## src/rtl/rgb_sequence_monitor.sv

```systemverilog
// Receive-side checker for the active-low RGB colour cycle: synchronises and filters the
// LED lines, then checks step order and dwell time. States: IDLE | no reference colour yet,
// ALIGN | reference colour held, waiting for a correct step, LOCKED | following the cycle.
module rgb_sequence_monitor #(
    parameter int STEP_CYCLES   = 2000000,
    parameter int TOL_CYCLES    = 1000,
    parameter int SYNC_STAGES   = 2,
    parameter int STABLE_CYCLES = 16
) (
    input  logic        clk_i,
    input  logic        rst_i,
    input  logic        rgb_r_n_i,
    input  logic        rgb_g_n_i,
    input  logic        rgb_b_n_i,
    output logic [2:0]  color_o,
    output logic        color_valid_o,
    output logic        step_pulse_o,
    output logic        seq_error_o,
    output logic        timing_error_o,
    output logic        locked_o,
    output logic [15:0] step_count_o
);

    localparam int DMAX = STEP_CYCLES + TOL_CYCLES + 1;
    localparam int DW   = $clog2(DMAX + 1);
    localparam int SW   = $clog2(STABLE_CYCLES + 1);

    localparam logic [DW-1:0] DMAX_V   = DW'(DMAX);
    localparam logic [DW-1:0] WIN_LO   = DW'(STEP_CYCLES - TOL_CYCLES);
    localparam logic [DW-1:0] WIN_HI   = DW'(STEP_CYCLES + TOL_CYCLES);
    localparam logic [SW-1:0] STABLE_V = SW'(STABLE_CYCLES);

    typedef enum logic [1:0] {
        S_IDLE,
        S_ALIGN,
        S_LOCKED
    } state_t;

    function automatic logic [2:0] succ_of(input logic [2:0] c);
        case (c)
            3'b100:  succ_of = 3'b110;
            3'b110:  succ_of = 3'b010;
            3'b010:  succ_of = 3'b011;
            3'b011:  succ_of = 3'b001;
            3'b001:  succ_of = 3'b101;
            3'b101:  succ_of = 3'b100;
            default: succ_of = 3'b000;
        endcase
    endfunction

    // Chain holds the inverted (active-high) lines so cleared flops read as "all LEDs off".
    logic [SYNC_STAGES-1:0][2:0] sync_q;
    logic [2:0]                  sample;

    logic [2:0]    cand_q, cand_d;
    logic [SW-1:0] stab_q, stab_d;
    logic [2:0]    color_q, color_d;
    logic [2:0]    prev_q, prev_d;
    logic          evt_q, evt_d;
    logic [DW-1:0] dwell_q, dwell_d;

    state_t        state_q, state_d;
    logic          step_q, step_d;
    logic          seq_q, seq_d;
    logic          tim_q, tim_d;
    logic [15:0]   count_q, count_d;

    logic          new_valid;
    logic          succ_ok;
    logic          in_win;

    assign sample = sync_q[SYNC_STAGES-1];

    always_comb begin
        cand_d  = sample;
        stab_d  = SW'(1);
        color_d = color_q;
        prev_d  = prev_q;
        evt_d   = 1'b0;
        if (sample == cand_q) begin
            stab_d = (stab_q == STABLE_V) ? stab_q : stab_q + SW'(1);
        end
        if ((stab_q == STABLE_V) && (cand_q != color_q)) begin
            evt_d   = 1'b1;
            color_d = cand_q;
            prev_d  = color_q;
        end
    end

    always_comb begin
        dwell_d = dwell_q;
        if (evt_q) begin
            dwell_d = '0;
        end else if (dwell_q != DMAX_V) begin
            dwell_d = dwell_q + DW'(1);
        end
    end

    assign new_valid = (color_q != 3'b000) && (color_q != 3'b111);
    assign succ_ok   = (succ_of(prev_q) == color_q);
    assign in_win    = (dwell_q >= WIN_LO) && (dwell_q <= WIN_HI);

    // evt_q marks the cycle after a new colour landed; prev_q/dwell_q still describe the old one.
    always_comb begin
        state_d = state_q;
        step_d  = 1'b0;
        seq_d   = 1'b0;
        tim_d   = 1'b0;
        count_d = count_q;
        case (state_q)
            S_IDLE: begin
                if (evt_q && new_valid) begin
                    state_d = S_ALIGN;
                end
            end
            S_ALIGN: begin
                if (evt_q) begin
                    if (!new_valid) begin
                        seq_d   = 1'b1;
                        state_d = S_IDLE;
                    end else if (succ_ok) begin
                        state_d = S_LOCKED;
                    end else begin
                        seq_d = 1'b1;
                    end
                end
            end
            S_LOCKED: begin
                if (evt_q) begin
                    if (!new_valid) begin
                        seq_d   = 1'b1;
                        state_d = S_IDLE;
                    end else if (succ_ok) begin
                        step_d  = 1'b1;
                        count_d = count_q + 16'd1;
                        tim_d   = !in_win;
                    end else begin
                        seq_d   = 1'b1;
                        state_d = S_ALIGN;
                    end
                end else if (dwell_q == DMAX_V) begin
                    tim_d   = 1'b1;
                    state_d = S_ALIGN;
                end
            end
            default: state_d = S_IDLE;
        endcase
    end

    always_ff @(posedge clk_i or posedge rst_i) begin
        if (rst_i) begin
            sync_q  <= '0;
            cand_q  <= '0;
            stab_q  <= '0;
            color_q <= '0;
            prev_q  <= '0;
            evt_q   <= 1'b0;
            dwell_q <= '0;
            state_q <= S_IDLE;
            step_q  <= 1'b0;
            seq_q   <= 1'b0;
            tim_q   <= 1'b0;
            count_q <= '0;
        end else begin
            sync_q  <= {sync_q[SYNC_STAGES-2:0], ~{rgb_r_n_i, rgb_g_n_i, rgb_b_n_i}};
            cand_q  <= cand_d;
            stab_q  <= stab_d;
            color_q <= color_d;
            prev_q  <= prev_d;
            evt_q   <= evt_d;
            dwell_q <= dwell_d;
            state_q <= state_d;
            step_q  <= step_d;
            seq_q   <= seq_d;
            tim_q   <= tim_d;
            count_q <= count_d;
        end
    end

    assign color_o        = color_q;
    assign color_valid_o  = (color_q != 3'b000) && (color_q != 3'b111);
    assign step_pulse_o   = step_q;
    assign seq_error_o    = seq_q;
    assign timing_error_o = tim_q;
    assign locked_o       = (state_q == S_LOCKED);
    assign step_count_o   = count_q;

endmodule

```

## config.mk

```make
export PLATFORM = sky130hd
export DESIGN_NAME = rgb_sequence_monitor
export DESIGN_NICKNAME = d
export VERILOG_FILES = /design/src/rtl/rgb_sequence_monitor.sv
export SDC_FILE = /design/constraint.sdc
export NUM_CORES = 1
export LEC_CHECK = 0
export BUFFER_PORTS_ARGS = -buffer_cell sky130_fd_sc_hd__buf_2
export CORE_ASPECT_RATIO = 1.75
export CORE_MARGIN = 5
export CORE_UTILIZATION = 60
export CTS_CLUSTER_DIAMETER = 120
export DETAILED_ROUTE_END_ITERATION = 10
export HOLD_SLACK_MARGIN = 0.02
export PLACE_DENSITY_LB_ADDON = 0.25
export SLEW_MARGIN = 20
export SYNTH_ARGS = -nofsm -noshare
export SYNTH_HDL_FRONTEND = slang
export SYNTH_SLANG_ARGS = --single-unit
```

## constraint.sdc

```tcl
create_clock -name clk_i -period 5.2 [get_ports clk_i]
set_input_delay 1.04 -clock clk_i [delete_from_list [all_inputs] [get_ports clk_i]]
set_output_delay 1.04 -clock clk_i [all_outputs]
set_load 0.02 [all_outputs]
```

* Word-level counts from Yosys, hierarchy flattened
Cells that the tools add are included.
Storage, ports and cells: output and inout bits 24, word-level logic and storage cells 79, register bits 63
Cells by class: $lt $le $gt $ge 2, bitwise logic cells 1, multiplexer cells 28, equality and inequality tests 21, reductions and logical operators 11, add/sub/neg operators 3
Operator list (number):
- $mux 21 | 2
- $add 21x1->21 const B | 1
- $eq 21x21->1 const B | 1
- $ge 21x21->1 const B | 1
- $le 21x21->1 const B | 1
- $ne 21x21->1 const B | 1
- $pmux 3 s6 | 1
- $add 16x1->16 const B | 1
- $mux 2 | 8
- $mux 1 | 14
- $mux 5 | 2
- $eq 3x3->1 const B | 3
- $eq 3x2->1 const B | 2
- $eq 3x3->1 | 2
- $ne 2x2->1 const B | 3
- $ne 3x3->1 const B | 2
- $pmux 2 s3 | 1
- $add 5x1->5 const B | 1
- $eq 5x5->1 const B | 1
- $reduce_and 5->1 | 1
- $logic_and 1x1->1 | 4
- $ne 4x4->1 const B | 1
- $reduce_and 4->1 | 1
- $eq 3x1->1 const B | 1
- other kinds (10) | 10

* Logic depth before layout (Yosys ltp)
depth after elaboration 7, depth in mapped cells 8, depth with buffers taken out 7

* Least setup slack after synthesis
Ideal clock, no wire load.
kind reg-to-output, from register color_q[1] (netlist: color_o[1]), to output port color_valid_o, stages on the path, launching flop included 4, required time 4.160 ns, setup slack 2.987 ns, buffers on the path 1, arrival 1.173 ns, path through dfrtp_1 > buf_2 > and3_1 > nor2_1
Between the ends: longest elaborated chain between the ends 2, elaborated cells on any way between the ends 3, those cells by class 1 x eq/ne; 2 x reduce/logical
RTL lines:
- start: declaration | RTL line 57 | logic [2:0] color_q, color_d;
- start signal: assignment | RTL line 168 | color_q <= color_d;
- $ne 3x3->1 / $reduce_bool 3->1 (equally long branches) | RTL line 181 | assign color_valid_o = (color_q != 3'b000) && (color_q != 3'b111);
- $logic_and 1x1->1 (*) | RTL line 181
- end: declaration | RTL line 16 | output logic color_valid_o,
Every way passes the cells marked *; elsewhere a longest branch is shown, timed or not.

* Worst setup path after layout
from register evt_q, to register count_q[14] (netlist: step_count_o[14])
Between the ends: longest elaborated chain between the ends 1
RTL lines:
- start: declaration | RTL line 59 | logic evt_q, evt_d;
- start signal: assignment | RTL line 170 | evt_q <= evt_d;
- $reduce_and 4->1 (no source line)
- end signal: assignment | RTL line 176 | count_q <= count_d;
- end: declaration | RTL line 66 | logic [15:0] count_q, count_d;
Every way passes these cells. A chain may end at the register's enable or synchronous reset.

==> results_dict.tcl <==
set metrics [dict create \
    die_h_um 104 \
    wl_mm 5.65 \
    synth_ff_type "dfrtp_1" \
    syn_nets 313 \
    synth_top_family_by_area "simple AND/OR/NAND/NOR gates" \
    irDropWorstVdd_mv 0.238 \
    rows 34 \
    fin_cells 387 \
    antenna_found_initial 0 \
    cts_setup_buffers 0 \
    ys_seq_area_share_pct 51.5 \
    clockBufferDepth 2 \
    p_leak_nw 1.69 \
    final_antenna_net_count 0 \
    muxShareOfSynthArea_pct 2.86 \
    port_buffers 28 \
    max_freq_mhz 396 \
    cts.sinks 63 \
    startpoint_type "flop" \
    grt_max_degree 64 \
    vias 2198 \
    rsz0062_at_grt "false" \
    fin_ws_ns 2.68 \
    fill_cells 401 \
    yosysWarningCount 0 \
    cts_buffers 9 \
    finClkSkew_ns 0.00841 \
    htree_levels 3 \
    insertion_delay_ns 0.33 \
    critPathCaptureType "flop" \
    tightest_slew_ns 0.875 \
    diodes 0 \
    crit_type "flop to flop" \
    drive_above_1_share_pct 16.2 \
    routedWlPerCell_um 14.6 \
    start_util_pct 61.5 \
    dr.pass1.iters 4 \
    hold_viol_final 0 \
    synth-compound-area-share_pct 5.68 \
    min_path_type "flop to flop" \
    synthDistinctLibCells 39 \
    netlist_area_um2 3060 \
    gp_routability_congestion 0.854 \
    area_delta_synth_final_pct 10.6 \
    overflow 0 \
    cp.required_ns 5.45 \
    regArea_um2 1580 \
    synth_area_per_cell_um2 10.3 \
    clk_pin_slew_ns 0.07 \
    synth_top_cell_by_area "dfrtp_1" \
    synth_top_area_share_pct 51.5 \
    route.detailed.drc 0 \
    multi_input_area_um2 1380 \
    cts_tree "yes" \
    viasPerCell 5.68 \
    fin_total_pwr_mw 0.877 \
    synth-edff-count 0 \
    async_reset_ff_share_pct 100 \
    period_share_pct 48.5 \
    max_cap_viol_count 0 \
    hold_buffers 0 \
    preCtsSetupSlack_ns 2.73 \
    power_density_nw_per_um2 259 \
    synth_adder_area_share_pct 4.09 \
    grt.total_usage_pct 18.8 \
    grt_pass1_wl_mm 10.1 \
    synth-seq-cells 63 \
    max_slew_margin_pct 41.2 \
    fin_tns_setup_ns 0 \
    io_pins 29 \
    status "finished, final reports clean" \
    first_iter_violations 70 \
    core_region_area_um2 4980 \
    cts-root-buf "clkbuf_8" \
    cts_resized 0 \
    synth_cells 298 \
    dp_hpwl_mm 3.93 \
    min_period_ns 2.52 \
    slew_viol_final 0 \
    dp.cells 372 \
    die_area_um2 6680 \
    setup_violations 0 \
    cp_max_fo 27 \
    die_x_um 64.0 \
    synth_area_leaders "dfrtp_1, xor2_1, nor2_1" \
    synth-simple-area-share_pct 20.1 \
    nets 344 \
    arrival_ns 2.78 \
    synth_xor_area_share_pct 12.3 \
    grt_pass1_vias 2231 \
]
## power breakdown
| group | switching, mW | internal, mW |
|---|---|---|
| clock | 0.187 | 0.171 |
| sequential | 0.00366 | 0.495 |
| combinational | 0.0136 | 0.00663 |
## final timing paths
check / cells past startpoint / slack (ns) / endpoint / startpoint
max: 4 / 2.68 / step_count_o[14] / evt_q
max reg2reg: 4 / 2.68 / step_count_o[14] / evt_q
min in group asynchronous: 3 / 0.93 / sync_q[1] / rst_i
max in group asynchronous: 3 / 3.77 / dwell_q[6] / rst_i
min: 0 / 0.35 / cand_d[0] / sync_q[0]
min reg2reg: 0 / 0.35 / cand_d[0] / sync_q[0]
## cells in the mapped netlist (all sizes together), types with 4 or more instances
cell type  number
nor2           35
nor3           16
nand3          17
buf             7
nand2          25
mux2            6
dfrtp          63
ha             10
nand4           4
and3            8
a21oi           8
xor2           30
inv            14
xnor2          13
o21ai          11
## kinds of logic (layout without fill, tap and decap cells)
kind of cell,Yosys count,after routing
AND/OR/NAND/NOR,123,123
flip-flops,63,63
XOR/XNOR,43,43
AO/OA/AOI/OAI,28,28
buffers and inverters,23,58
adder cells (fa/ha/maj),10,10
multiplexers,8,8
## layer usage
metal  routed length, um  part of all wire (%)  track usage, %
met4                 131                   2.3            7.88
met3                 153                   2.7            4.76
met5                   0                     0               0
met2                3020                    53            31.7
met1                2350                    42            22.2
## critical path, stage by stage, from the launching register on
cell and delay [ns]:
dfrtp_1 0.90, nor3b_1 0.39, nand3_1 0.53, nor3_1 0.42
xor2_1 0.20
## flip-flops by register name (all words and copies together), names as in the netlist
name,cells
cand_q,3
prev_q,3
step_pulse_o,1
timing_error_o,1
sync_q,3
color_o,3
state_q,2
evt_q,1
stab_q,5
cand_d,3
dwell_q,21
seq_error_o,1
step_count_o,16
## area by class of cell
| cell class | instances | share of cell area (%) |
|---|---|---|
| Inverter | 14 | 1.55 |
| Sequential cell | 63 | 46.6 |
| Multi-Input combinational cell | 212 | 40.7 |
| Clock buffer | 10 | 3.77 |
| Clock inverter | 5 | 1.04 |
| Timing Repair Buffer | 29 | 4.36 |
| Tap cell | 54 | 2.00 |
## per-stage QoR
step	area, um2	hold WS [ns]	util, %
floorplan	3060	0.331	-
global placement	3220	0.332	64.7
detailed placement	3220	0.335	64.7
CTS	3380	0.351	68.0
global route	3380	0.360	68.0
finish	3380	0.352	68.0
## placed cells by master (no fill, tap or decap), drive strengths merged, types with 4 or more instances in the layout
| master | Yosys | final |
|---|---|---|
| a21oi | 8 | 8 |
| and3 | 8 | 8 |
| buf | 7 | 29 |
| clkbuf | 2 | 10 |
| dfrtp | 63 | 63 |
| ha | 10 | 10 |
| inv | 14 | 15 |
| mux2 | 6 | 6 |
| nand2 | 25 | 25 |
| nand3 | 17 | 17 |
| nand4 | 4 | 4 |
| nor2 | 35 | 35 |
| nor3 | 16 | 16 |
| o21ai | 11 | 11 |
| xnor2 | 13 | 13 |
| xor2 | 30 | 30 |
No activity file was read; power rests on OpenSTA's default activity.
